$ cat config.mk
export PLATFORM = sky130hd
export DESIGN_NAME = alu_seq_flat
export DESIGN_NICKNAME = d
export VERILOG_FILES = /design/src/rtl/alu_seq_if.sv /design/src/rtl/alu_seq.sv /design/src/flat_wrapper.sv
export SDC_FILE = /design/constraint.sdc
export NUM_CORES = 1
export LEC_CHECK = 0
export ABC_CLOCK_PERIOD_IN_PS = 2700
export CORE_ASPECT_RATIO = 0.75
export CORE_MARGIN = 2
export CORE_UTILIZATION = 55
export DETAILED_ROUTE_END_ITERATION = 6
export GPL_TIMING_DRIVEN = 0
export PLACE_DENSITY_LB_ADDON = 0.2
export SYNTH_ARGS = -nofsm -noshare
export SYNTH_HDL_FRONTEND = slang
export SYNTH_SLANG_ARGS = --single-unit
export TNS_END_PERCENT = 30
$ cat constraint.sdc
create_clock -name CLK -period 2.7 [get_ports CLK]
set_input_delay 0.27 -clock CLK [delete_from_list [all_inputs] [get_ports CLK]]
set_output_delay 0.27 -clock CLK [all_outputs]
set_load 0.005 [all_outputs]
$ cat src/rtl/alu_seq_if.sv
// alu_seq_if: operand/result bundle between the CPU control path and alu_seq.
//
// Signals:
//   start     request from the CPU, only looked at while busy is low
//   select    3-bit opcode, captured together with start
//   op1, op2  WIDTH-bit operands, captured together with start
//   result    registered WIDTH-bit result
//   zero      registered flag, result == 0
//   carry     registered carry-out of ADD
//   overflow  registered signed overflow of ADD
//   busy      high while a multiply is in flight
//   done      one-cycle pulse when result/flags were just updated
//
// Modports:
//   master  the requester (CPU control / testbench)
//   slave   the ALU itself
interface alu_seq_if #(
  parameter int WIDTH = 8
) ();

  logic             start;
  logic [2:0]       select;
  logic [WIDTH-1:0] op1;
  logic [WIDTH-1:0] op2;
  logic [WIDTH-1:0] result;
  logic             zero;
  logic             carry;
  logic             overflow;
  logic             busy;
  logic             done;

  modport master (
    output start, select, op1, op2,
    input  result, zero, carry, overflow, busy, done
  );

  modport slave (
    input  start, select, op1, op2,
    output result, zero, carry, overflow, busy, done
  );

endinterface

$ cat src/rtl/alu_seq.sv
// alu_seq: clocked WIDTH-bit ALU with a start/busy/done handshake.
// Single-cycle ops (FWD, ADD, AND, OR, SRA, SLL, SRL) complete at the edge
// that accepts start. MUL runs an iterative shift-add, one multiplier bit per
// cycle, and completes WIDTH cycles after the accepting edge.
//
// Ports:
//   CLK    rising-edge clock
//   RESET  synchronous, active-high reset
//   bus    alu_seq_if slave modport (start/select/op1/op2 in,
//          result/zero/carry/overflow/busy/done out)
//
// Opcodes: 000 FWD, 001 ADD, 010 AND, 011 OR, 100 SRA, 101 SLL, 110 MUL, 111 SRL
module alu_seq #(
  parameter int WIDTH = 8,
  parameter int SHW   = $clog2(WIDTH)
) (
  input  logic     CLK,
  input  logic     RESET,
  alu_seq_if.slave bus
);

  localparam logic [2:0]     OP_FWD = 3'b000;
  localparam logic [2:0]     OP_ADD = 3'b001;
  localparam logic [2:0]     OP_AND = 3'b010;
  localparam logic [2:0]     OP_OR  = 3'b011;
  localparam logic [2:0]     OP_SRA = 3'b100;
  localparam logic [2:0]     OP_SLL = 3'b101;
  localparam logic [2:0]     OP_MUL = 3'b110;
  localparam logic [2:0]     OP_SRL = 3'b111;
  localparam logic [SHW-1:0] LAST   = SHW'(WIDTH - 1);

  typedef enum logic {
    IDLE,
    MUL
  } state_t;

  state_t state;
  state_t stateNext;

  // Multiplier datapath
  logic [WIDTH-1:0] mcand;
  logic [WIDTH-1:0] mplier;
  logic [WIDTH-1:0] acc;
  logic [SHW-1:0]   cnt;

  // Registered outputs
  logic [WIDTH-1:0] resultQ;
  logic             zeroQ;
  logic             carryQ;
  logic             overflowQ;
  logic             doneQ;

  // Combinational decisions
  logic             singleDone;
  logic             mulStart;
  logic             mulLast;
  logic [WIDTH-1:0] accNext;
  logic [WIDTH-1:0] aluResult;
  logic             aluCarry;
  logic             aluOverflow;
  logic [WIDTH:0]   sum;
  logic             bigShift;
  logic [SHW-1:0]   shamt;

  // State register: reset aborts any multiply in flight.
  always_ff @(posedge CLK) begin
    if (RESET) begin
      state <= IDLE;
    end else begin
      state <= stateNext;
    end
  end

  // Next-state: only a MUL request leaves IDLE; MUL returns after its
  // WIDTH-th iteration. Starts seen in MUL are dropped.
  always_comb begin
    stateNext = state;
    case (state)
      IDLE: begin
        if (bus.start && (bus.select == OP_MUL)) begin
          stateNext = MUL;
        end
      end
      MUL: begin
        if (cnt == LAST) begin
          stateNext = IDLE;
        end
      end
      default: stateNext = IDLE;
    endcase
  end

  // Output/datapath decode: the single-cycle result is computed straight
  // from the live inputs, and the accumulator's next value includes the
  // current multiplier bit so the final iteration can publish it directly.
  always_comb begin
    sum         = {1'b0, bus.op1} + {1'b0, bus.op2};
    // op2 >= WIDTH exactly when any bit above the shift field is set
    bigShift    = |bus.op2[WIDTH-1:SHW];
    shamt       = bus.op2[SHW-1:0];
    accNext     = acc + (mplier[0] ? mcand : '0);
    aluResult   = '0;
    aluCarry    = 1'b0;
    aluOverflow = 1'b0;
    case (bus.select)
      OP_FWD: aluResult = bus.op2;
      OP_ADD: begin
        aluResult   = sum[WIDTH-1:0];
        aluCarry    = sum[WIDTH];
        aluOverflow = (bus.op1[WIDTH-1] == bus.op2[WIDTH-1]) &&
                      (sum[WIDTH-1] != bus.op1[WIDTH-1]);
      end
      OP_AND: aluResult = bus.op1 & bus.op2;
      OP_OR:  aluResult = bus.op1 | bus.op2;
      OP_SRA: aluResult = bigShift ? {WIDTH{bus.op1[WIDTH-1]}}
                                   : WIDTH'($signed(bus.op1) >>> shamt);
      OP_SLL: aluResult = bigShift ? '0 : (bus.op1 << shamt);
      OP_SRL: aluResult = bigShift ? '0 : (bus.op1 >> shamt);
      default: aluResult = '0;
    endcase
    singleDone = (state == IDLE) && bus.start && (bus.select != OP_MUL);
    mulStart   = (state == IDLE) && bus.start && (bus.select == OP_MUL);
    mulLast    = (state == MUL) && (cnt == LAST);
  end

  // Datapath registers: result/flags change only on a done edge, so they
  // hold between completions; done defaults low for a one-cycle pulse.
  always_ff @(posedge CLK) begin
    if (RESET) begin
      resultQ   <= '0;
      zeroQ     <= 1'b1;
      carryQ    <= 1'b0;
      overflowQ <= 1'b0;
      doneQ     <= 1'b0;
      mcand     <= '0;
      mplier    <= '0;
      acc       <= '0;
      cnt       <= '0;
    end else begin
      doneQ <= 1'b0;
      if (singleDone) begin
        resultQ   <= aluResult;
        zeroQ     <= (aluResult == '0);
        carryQ    <= aluCarry;
        overflowQ <= aluOverflow;
        doneQ     <= 1'b1;
      end
      if (mulStart) begin
        mcand  <= bus.op1;
        mplier <= bus.op2;
        acc    <= '0;
        cnt    <= '0;
      end
      if (state == MUL) begin
        acc    <= accNext;
        mcand  <= mcand << 1;
        mplier <= mplier >> 1;
        cnt    <= cnt + 1'b1;
        if (mulLast) begin
          resultQ   <= accNext;
          zeroQ     <= (accNext == '0);
          carryQ    <= 1'b0;
          overflowQ <= 1'b0;
          doneQ     <= 1'b1;
        end
      end
    end
  end

  assign bus.result   = resultQ;
  assign bus.zero     = zeroQ;
  assign bus.carry    = carryQ;
  assign bus.overflow = overflowQ;
  assign bus.done     = doneQ;
  assign bus.busy     = (state == MUL);

endmodule

$ cat src/flat_wrapper.sv
// flat-port wrapper written by rule: the top's interface ports become plain ports
module alu_seq_flat 
#(
  parameter int WIDTH = 8,
  parameter int SHW   = $clog2(WIDTH)
)
  (CLK, RESET, bus_start, bus_select, bus_op1, bus_op2, bus_result, bus_zero, bus_carry, bus_overflow, bus_busy, bus_done);
  alu_seq_if #(.WIDTH(WIDTH)) bus_i ();
  input  logic CLK;
  input  logic RESET;
  input wire logic [$bits(bus_i.start)-1:0] bus_start;
  input wire logic [$bits(bus_i.select)-1:0] bus_select;
  input wire logic [$bits(bus_i.op1)-1:0] bus_op1;
  input wire logic [$bits(bus_i.op2)-1:0] bus_op2;
  output wire logic [$bits(bus_i.result)-1:0] bus_result;
  output wire logic [$bits(bus_i.zero)-1:0] bus_zero;
  output wire logic [$bits(bus_i.carry)-1:0] bus_carry;
  output wire logic [$bits(bus_i.overflow)-1:0] bus_overflow;
  output wire logic [$bits(bus_i.busy)-1:0] bus_busy;
  output wire logic [$bits(bus_i.done)-1:0] bus_done;
  assign bus_i.start = bus_start;
  assign bus_i.select = bus_select;
  assign bus_i.op1 = bus_op1;
  assign bus_i.op2 = bus_op2;
  assign bus_result = bus_i.result;
  assign bus_zero = bus_i.zero;
  assign bus_carry = bus_i.carry;
  assign bus_overflow = bus_i.overflow;
  assign bus_busy = bus_i.busy;
  assign bus_done = bus_i.done;
  alu_seq #(.WIDTH(WIDTH), .SHW(SHW)) u_core (.CLK(CLK), .RESET(RESET), .bus(bus_i));
endmodule
# [After elaboration in Yosys (flattened, before gate mapping)]
# Index checks and enable logic that the tools add are counted.
[totals] memories=0 inputBits=22 regBits=40 romBits=0 latchBits=0 ram_bits=0
[classes] n_bitwise=3 mux=33 addsub=3 reduce_logical=12 div=0 shifts=3 n_eq_ne=11 mul=0 magnitude_cmp=0
[op_table] cell="8-bit two-way mux" count=11
[op_table] cell="8-bit case mux with 7 select lines" count=1
[op_table] cell="8-bit logical NOT" count=2
[op_table] cell="1-bit two-way mux" count=16
[op_table] cell="3-bit == test (second input constant)" count=5
[op_table] cell="7-bit two-way mux" count=2
[op_table] cell="8-bit by 8-bit adder with 9-bit output" count=1
[op_table] cell="8-bit adder" count=1
[op_table] cell="8-bit bitwise AND" count=1
[op_table] cell="8-bit bitwise OR" count=1
[op_table] cell="8-bit by 3-bit left shift with 8-bit output" count=1
[op_table] cell="8-bit by 3-bit right shift with 8-bit output" count=1
[op_table] cell="8-bit by 3-bit >>> shifter with 8-bit output" count=1
[op_table] cell="3-bit by 2-bit == test with 1-bit output (second input constant)" count=2
[op_table] cell="1-bit logical AND" count=6
[op_table] cell="3-bit two-way mux" count=2
[op_table] cell="5-bit OR reduction" count=1
[op_table] cell="3-bit by 1-bit adder with 3-bit output (second input constant)" count=1
[op_table] cell="3-bit by 1-bit == test with 1-bit output (second input constant)" count=1
[op_table] cell="3-bit logical NOT" count=1
[op_table] cell="3-bit inequality test (second input constant)" count=1
[op_table] cell="1-bit case mux with 2 select lines" count=1
[op_table] cell="2-bit nonzero test" count=1
[op_table] cell="2-bit OR reduction" count=1
[op_table] cell="3 further kinds" count=3

# [Depth between registers and ports, before layout]
[depth] word_depth=7 ltp_mapped=12 mapped_depth_nobuf=10

# [Worst setup path after synthesis]
# OpenSTA, ideal clock, no wires.
[synth_timing] kind="flip-flop to flip-flop" from="register u_core.mplier[0]" to="register u_core.zeroQ (netlist: u_core.bus.zero)" stages_incl_launch_ff=10 t_arrival_ns=2.334 synth_period_minus_slack_ns=2.403 setup_slack_ns=0.297 path_cell_list="dfxtp_1 -> and2_1 -> ha_1 -> fa_1 -> a21o_1 -> a21oi_1 -> xnor2_1 -> or4_1 -> o31a_1 -> o21ai_1"
[synth_via] elab_chain_cells=5
[synth_rtl] element="from (decl)" line="alu_seq.sv:42" source="logic [WIDTH-1:0] mplier;"
[synth_rtl] element="from (signal assigned)" line="alu_seq.sv:150" source="mplier <= bus.op2;"
[synth_rtl] element="from (signal assigned)" line="alu_seq.sv:157" source="mplier <= mplier >> 1;"
[synth_rtl] element="8-bit two-way mux" line="alu_seq.sv:101" source="accNext = acc + (mplier[0] ? mcand : '0);"
[synth_rtl] element="8-bit adder" line="alu_seq.sv:101"
[synth_rtl] element="8-bit logical NOT" line="alu_seq.sv:161" source="zeroQ <= (accNext == '0);"
[synth_rtl] element="1-bit two-way mux" line="alu_seq.sv:159" source="if (mulLast) begin"
[synth_rtl] element="1-bit two-way mux" line="alu_seq.sv:154" source="if (state == MUL) begin"
[synth_rtl] element="to (signal assigned)" line="alu_seq.sv:143" source="zeroQ <= (aluResult == '0);"
[synth_rtl] element="to (signal assigned)" line="alu_seq.sv:161"
[synth_rtl] element="to (decl)" line="alu_seq.sv:48" source="logic zeroQ;"
# Every way passes these cells.
# A chain may end at the register's enable or synchronous reset.

# [Worst setup path in the final report]
# Same ends and word-level chain as after synthesis.

==> metrics.txt <==
# TYPE chip_impl_metric gauge
chip_impl_metric{name="total_placed_cells_including_tap_cells",unit=""} 570
chip_impl_metric{name="synth.cell_area",unit="sq um"} 3470
chip_impl_metric{name="crit_path_max_fanout",unit=""} 9
chip_impl_metric{name="finalSetupTns",unit="ns"} 0
chip_impl_metric{name="ys_seq_area_share",unit="%"} 23.1
chip_impl_metric{name="maxClockFrequency",unit="MHz"} 375
chip_impl_metric{name="slew-limit-headroom",unit="%"} 36.6
chip_impl_metric{name="synth_nets",unit=""} 507
chip_impl_metric{name="max-clock-path-buffers",unit=""} 2
chip_impl_metric{name="post_route_cells_drive_above_1_share",unit="%"} 9.62
chip_impl_metric{name="setup_violations",unit=""} 0
chip_impl_info{name="path_class",value="flop to flop"} 1
chip_impl_metric{name="synth_cell_types",unit=""} 60
chip_impl_metric{name="timing.max_cap.violations",unit=""} 0
chip_impl_metric{name="max_ir_drop_vdd",unit="mV"} 0.293
chip_impl_metric{name="antennaDiodeCount",unit=""} 0
chip_impl_metric{name="finalWirelength",unit="mm"} 11.4
chip_impl_metric{name="clock-sinks",unit=""} 40
chip_impl_metric{name="internal_power",unit="W"} 0.00107
chip_impl_metric{name="place_area",unit="sq um"} 3890
chip_impl_metric{name="ys_warn_count",unit=""} 0
chip_impl_metric{name="proportion_of_synthesized_flip_flops_having_asynchronous_set_or_reset",unit="%"} 0
chip_impl_info{name="holdCritPathClass",value="flop to flop"} 1
chip_impl_metric{name="worst_hold_slack",unit="ns"} 0.465
chip_impl_metric{name="viasPerCell",unit=""} 6.49
chip_impl_metric{name="layout.cells.non_filler",unit=""} 580
chip_impl_metric{name="clk_pin_slew_worst_paths",unit="ns"} 0.08
chip_impl_metric{name="antenna_found_initial",unit=""} 0
chip_impl_metric{name="syn-mean-instance-area",unit="sq um"} 7.59
chip_impl_metric{name="sw_ratio",unit="%"} 31.4
chip_impl_info{name="sort_of_element_at_the_start_of_the_critical_path",value="flop"} 1
chip_impl_metric{name="period_minus_slack",unit="ns"} 2.66
chip_impl_metric{name="drt_first_iter_violations",unit=""} 401
chip_impl_info{name="dominantRegCellSynth",value="dfxtp_1"} 1
chip_impl_metric{name="detailedPlacementHpwl",unit="mm"} 8.74
chip_impl_metric{name="slew_viol_final",unit=""} 0
chip_impl_metric{name="power_dissipated_by_switching_net_loads",unit="W"} 0.000488
chip_impl_metric{name="synth_top_area_share",unit="%"} 23.1
chip_impl_metric{name="number_of_enable_type_register_cells_in_the_synthesized_netlist",unit=""} 0
chip_impl_info{name="grt_setup_unrepaired",value="true"} 1
chip_impl_metric{name="p_per_area",unit="nW/um^2"} 380
chip_impl_info{name="yosys_top_cell_by_area",value="dfxtp_1"} 1
chip_impl_metric{name="power.share.sequential",unit="%"} 39.9
chip_impl_metric{name="gp_routability_congestion",unit=""} 1.02
chip_impl_info{name="area_contributors_post_synth",value="dfxtp_1, ha_1, a21oi_1"} 1
chip_impl_info{name="result_of_the_run",value="finished, final reports clean"} 1
chip_impl_metric{name="die_area",unit="sq um"} 6960
chip_impl_metric{name="final_util",unit="%"} 66.0
chip_impl_metric{name="net_count_reported_at_finish",unit=""} 548
chip_impl_metric{name="detailroute.via_count",unit=""} 3766
chip_impl_metric{name="power.static_leakage",unit="nW"} 1.60
chip_impl_metric{name="grt.total_usage",unit="%"} 33.9
chip_impl_metric{name="first_global_vias",unit=""} 3389
chip_impl_metric{name="slew_at_the_pin_with_the_worst_max_slew_slack",unit="ns"} 0.944
chip_impl_metric{name="drc_errors",unit=""} 0
chip_impl_metric{name="cts_htree_levels",unit=""} 2
chip_impl_metric{name="numCtsBuffers",unit=""} 5
chip_impl_metric{name="grt_max_degree",unit=""} 14
chip_impl_metric{name="area_delta_synth_final",unit="%"} 17.9
chip_impl_metric{name="chipHeight",unit="um"} 72.8
chip_impl_metric{name="insertion_delay",unit="ns"} 0.29
chip_impl_metric{name="worst-endpoint-arrival",unit="ns"} 2.89
chip_impl_metric{name="period_share",unit="%"} 98.7
chip_impl_info{name="worst_setup_path_end_kind",value="flop"} 1
chip_impl_metric{name="synthesis.instances",unit=""} 457
chip_impl_metric{name="required_time_worst_endpoint",unit="ns"} 2.92
chip_impl_metric{name="finalClockSkew",unit="ns"} 0.00465
chip_impl_metric{name="fp-row-count",unit=""} 25
chip_impl_metric{name="buffer_ports.inserted",unit=""} 32
chip_impl_metric{name="floorplan.io_pins",unit=""} 35
chip_impl_info{name="clk_root_buffer_cell",value="clkbuf_8"} 1
chip_impl_metric{name="core-area",unit="sq um"} 6190
chip_impl_metric{name="globalRoute.totalOverflow",unit=""} 0
chip_impl_metric{name="power.combinational.fraction",unit="%"} 28.6
chip_impl_info{name="cts_tree",value="built"} 1
chip_impl_metric{name="start_util",unit="%"} 56.0
chip_impl_metric{name="r2r_setup_slack",unit="ns"} 0.04
chip_impl_metric{name="antenna_violating_nets_remaining",unit=""} 0
chip_impl_metric{name="hold_viol_final",unit=""} 0
chip_impl_metric{name="ys_ff_latch",unit=""} 40
chip_impl_metric{name="die_x",unit="um"} 95.7
chip_impl_metric{name="grt_first_pass_wirelength",unit="mm"} 17.8
chip_impl_metric{name="p_clk_share",unit="%"} 31.5
chip_impl_metric{name="routed_wire_per_std_cell",unit="um"} 19.7
chip_impl_metric{name="first_pass_iteration_count_of_the_detailed_router",unit=""} 5
chip_impl_metric{name="stdcell_area",unit="sq um"} 4090
critical path, stage by stage, from the launching register on:
cell     delay (ns)
dfxtp_2        0.37
and2_1         0.17
ha_1           0.22
fa_1           0.42
a21o_1         0.20
a21oi_2        0.21
xnor2_2        0.15
or4_1          0.52
o31a_1         0.25
o21ai_1        0.08
worst paths after layout:
kind                                 startpoint                           end  cells after the start
setup / recovery  u_core.mplier[0]$_SDFFE_PP0P_    u_core.bus.zero$_SDFF_PP1_                      9
hold / removal     u_core.mcand[7]$_SDFFE_PP0P_  u_core.mcand[7]$_SDFFE_PP0P_                      2
setup reg to reg  u_core.mplier[0]$_SDFFE_PP0P_    u_core.bus.zero$_SDFF_PP1_                      9
hold reg to reg    u_core.mcand[7]$_SDFFE_PP0P_  u_core.mcand[7]$_SDFFE_PP0P_                      2
flip-flops by register name (all words and copies together), names as in the netlist:
register	flops
u_core.cnt	3
u_core.bus.done	1
u_core.bus.carry	1
u_core.mplier	8
u_core.bus.busy	1
u_core.bus.overflow	1
u_core.acc	8
u_core.bus.result	8
u_core.mcand	8
u_core.bus.zero	1
cell usage after synthesis (all sizes together), types with 9 or more instances:
cell,n
and2,10
nand2,64
nor2,38
inv,20
nand3b,9
a22oi,14
o21ai,21
clkbuf,17
buf,12
dfxtp,40
ha,26
a21oi,51
mux2i,9
metrics by stage:
| stage | setup WS, ns | total power, W |
|---|---|---|
| 2_1_floorplan | 0.297 | 0.000886 |
| 3_3_place_gp | -0.880 | 0.00104 |
| 3_5_place_dp | -0.949 | 0.00105 |
| 4_1_cts | 0.0200 | 0.00153 |
| 5_1_grt | -0.0285 | 0.00161 |
| 6_report | 0.0352 | 0.00155 |
cell type report:
type	count	area, sq um
Buffer	28	128
Clock buffer	5	68.8
Clock inverter	3	42.5
Fill cell	574	2110
Inverter	21	78.8
Multi-Input combinational cell	367	2520
Sequential cell	40	802
Tap cell	81	101
Timing Repair Buffer	35	342
metal layers:
| layer | track usage, % | routed length (um) | up-vias |
|---|---|---|---|
| li1 | - | - | 1739 |
| met1 | 51.0 | 5330 | 1783 |
| met2 | 48.0 | 4550 | 229 |
| met3 | 12.3 | 1420 | 15 |
| met4 | 3.33 | 112 | 0 |
| met5 | 0 | 0 | - |
kinds of logic after synthesis:
kind of cell / after synthesis / share of synthesized area, %
AO/OA/AOI/OAI: 142 / 26.1
XOR/XNOR: 11 / 2.78
adder cells (fa/ha/maj): 28 / 10.5
buffers and inverters: 50 / 5.74
flip-flops: 40 / 23.1
multiplexers: 18 / 8.12
AND/OR/NAND/NOR: 168 / 23.6
power groups by stage:
stage	Clock [W]	Combinational, W	Sequential (W)
2_1_floorplan	0	0.000255	0.000631
3_3_place_gp	0	0.000412	0.000632
3_5_place_dp	0	0.000414	0.000633
4_1_cts	0.000488	0.000425	0.000619
5_1_grt	0.000511	0.000479	0.000621
6_report	0.000490	0.000444	0.000619
placed cells by master, fill, tap and decap left out, types with 3 or more instances in the layout:
master	count
a211oi_1	6
a21o_1	5
a21oi_1	49
a22oi_1	14
a31oi_1	5
a32oi_1	3
and2_1	10
buf_1	3
buf_2	6
buf_4	5
clkbuf_1	16
clkbuf_8	5
clkdlybuf4s50_1	29
dfxtp_1	39
ha_1	25
inv_1	19
mux2i_1	9
mux4_2	8
nand2_1	64
nand2b_1	8
nand3_1	5
nand3b_1	9
nand4_1	4
nor2_1	36
nor3_1	6
nor4_1	6
o21a_1	5
o21ai_0	15
o21ai_1	6
o21bai_1	3
o22ai_1	4
o31ai_1	5
or2_0	3
xnor2_1	6
xor2_1	3
what timing repair did:
item	CTS	global route
setup buffers	3	0
pin swaps	1	2
resized for setup	16	8
setup endpoints to repair	9	4
hold buffers	0	0
No activity file was read; power rests on OpenSTA's default activity.
==> RTL edit, RTL diff (same settings) <==
`WIDTH` is set to 8 in 3 places; all go to 16.
--- a/src/rtl/alu_seq_if.sv
+++ b/src/rtl/alu_seq_if.sv
@@ -15,7 +15,7 @@
 //   master  the requester (CPU control / testbench)
 //   slave   the ALU itself
 interface alu_seq_if #(
-  parameter int WIDTH = 8
+  parameter int WIDTH = 16
 ) ();
 
   logic             start;
--- a/src/rtl/alu_seq.sv
+++ b/src/rtl/alu_seq.sv
@@ -11,7 +11,7 @@
 //
 // Opcodes: 000 FWD, 001 ADD, 010 AND, 011 OR, 100 SRA, 101 SLL, 110 MUL, 111 SRL
 module alu_seq #(
-  parameter int WIDTH = 8,
+  parameter int WIDTH = 16,
   parameter int SHW   = $clog2(WIDTH)
 ) (
   input  logic     CLK,
--- a/src/flat_wrapper.sv
+++ b/src/flat_wrapper.sv
@@ -1,7 +1,7 @@
 // flat-port wrapper written by rule: the top's interface ports become plain ports
 module alu_seq_flat 
 #(
-  parameter int WIDTH = 8,
+  parameter int WIDTH = 16,
   parameter int SHW   = $clog2(WIDTH)
 )
   (CLK, RESET, bus_start, bus_select, bus_op1, bus_op2, bus_result, bus_zero, bus_carry, bus_overflow, bus_busy, bus_done);
Interface: changed (resized bus_op1, bus_op2 and bus_result); port bits go from 35 to 59. The function was not compared with the original's and may differ.
==> RTL edit against the unedited design <==
The run now ends with setup timing left. Total power up 140%. Sequential cell count up 33. Fmax down 22%. Via count rose by 140%. Sequential power rose by 83%. Worst setup slack got worse by 0.77 ns. Routed wire length grew to 2.8 times the old value. Design area up 130%. Synthesized cell count up 110%. Synthesized area increased by 110%. Clock power grew to 2.8 times the old value. Sequential share of layout area down 4.2 points. Largest power group is now clock.
==> RTL edit: results (changes against the unedited design) <==
{
  "setup_path": {
    "crit_arrival": {"value": 3.72, "unit": "ns", "change": "was 2.89 ns"},
    "max_stage_delay": {"value": 0.45, "unit": "ns", "change": "was 0.52 ns"}
  },
  "grt": {
    "grt_usage": {"value": 0.441, "change": "was 0.339"}
  },
  "worst_hold_path": {
    "worst_hold_startpoint": {"value": "bus_op1[0]", "change": "was u_core.mcand[7]$_SDFFE_PP0P_"}
  },
  "run_status": {
    "violations": "setup timing",
    "run_status": {"value": "finished, violations left", "change": "was finished, final reports clean"}
  },
  "finish": {
    "nNetsFinal": {"value": 1154, "change": "was 548"},
    "layoutNonFillerInstCount": {"value": 1241, "change": "was 580"}
  },
  "clocking": {
    "worstSkewPairLatency": {"value": 0.35, "unit": "ns", "change": "was 0.29 ns"},
    "cts_buffers": {"value": 9, "change": "was 5"}
  },
  "place": {
    "postPlaceCellArea": {"value": 0.00819, "unit": "mm2", "change": "was 0.00389 mm2"},
    "placed_instances": {"value": 1198, "change": "was 570"},
    "setup_slack_at_placement": {"value": -2.14, "unit": "ns", "change": "was -0.949 ns"},
    "place.detailed.hpwl": {"value": 22800, "unit": "um", "change": "was 8740 um"}
  },
  "synth": {
    "yosys_cell_types": {"value": 70, "change": "was 60"}
  },
  "sta": {
    "setup-violations-final": {"value": 14, "change": "was 0"},
    "setup_ws": {"value": -0.731, "unit": "ns", "change": "was 0.0352 ns"},
    "finClkSkew": {"value": 0.00797, "unit": "ns", "change": "was 0.00465 ns"}
  },
  "routing": {
    "detail_route.wl_per_cell": {"value": 25.9, "unit": "um", "change": "was 19.7 um"},
    "via_per_inst": {"value": 7.16, "change": "was 6.49"}
  }
}
[RTL edit: power groups by stage]
stage                     registers, mW  clock network (mW)  logic [mW]
after global placement             1.15                   0       0.971
after floorplan                    1.15                   0       0.606
after CTS                          1.13                1.35        1.09
after detailed placement           1.16                   0       0.972
after global routing               1.13                1.40        1.25
final                              1.13                1.36        1.20
[RTL edit: cell families after synthesis]
logic type      Yosys count  share of synthesized area
simple gates            352                      0.231
xor+xnor                 26                     0.0310
flops                    73                      0.199
fa+ha+maj                51                     0.0888
compound gates          289                      0.249
buf+inv                 122                     0.0670
mux                      57                      0.135
[RTL edit: cell type report]
type | instances | area [um2] | area share
clock buffers | 9 | 225 | 0.0237
flip-flops and latches | 73 | 1470 | 0.154
plain buffers | 78 | 541 | 0.0570
repair buffers | 88 | 776 | 0.0818
well taps | 171 | 214 | 0.0226
clock inverters | 6 | 108 | 0.0113
multi-input cells | 775 | 6000 | 0.632
diodes | 1 | 2.50 | 0.000264
inverters | 40 | 156 | 0.0165
[RTL edit: repair_timing]
| item | 4_1_cts | 5_1_grt |
|---|---|---|
| hold endpoints to repair | 0 | 0 |
| endpoints found under the setup margin | 68 | 33 |
| gates cloned | 1 | 0 |
| pin swaps | 21 | 26 |
| resized for setup | 176 | 81 |
| buffers inserted | 23 | 7 |
[RTL edit: routing by layer]
layer,global-route usage,vias to the layer above,share of wire
met1,0.608,4130,0.38
met3,0.236,188,0.18
li1,-,3741,-
met5,0.0481,-,0.0024
met2,0.589,822,0.39
met4,0.119,2,0.046
[RTL edit: critical path, delay by kind of cell, from the launching register on]
family                     cells  cell delay (ns)
AOI/OAI and AO/OA              4             0.83
xor gates and xnor gates       1             0.13
adders and majority gates      1             0.21
buffers and inverters          1             0.17
DFF                            1             0.40
and+or+nand+nor                5             1.64
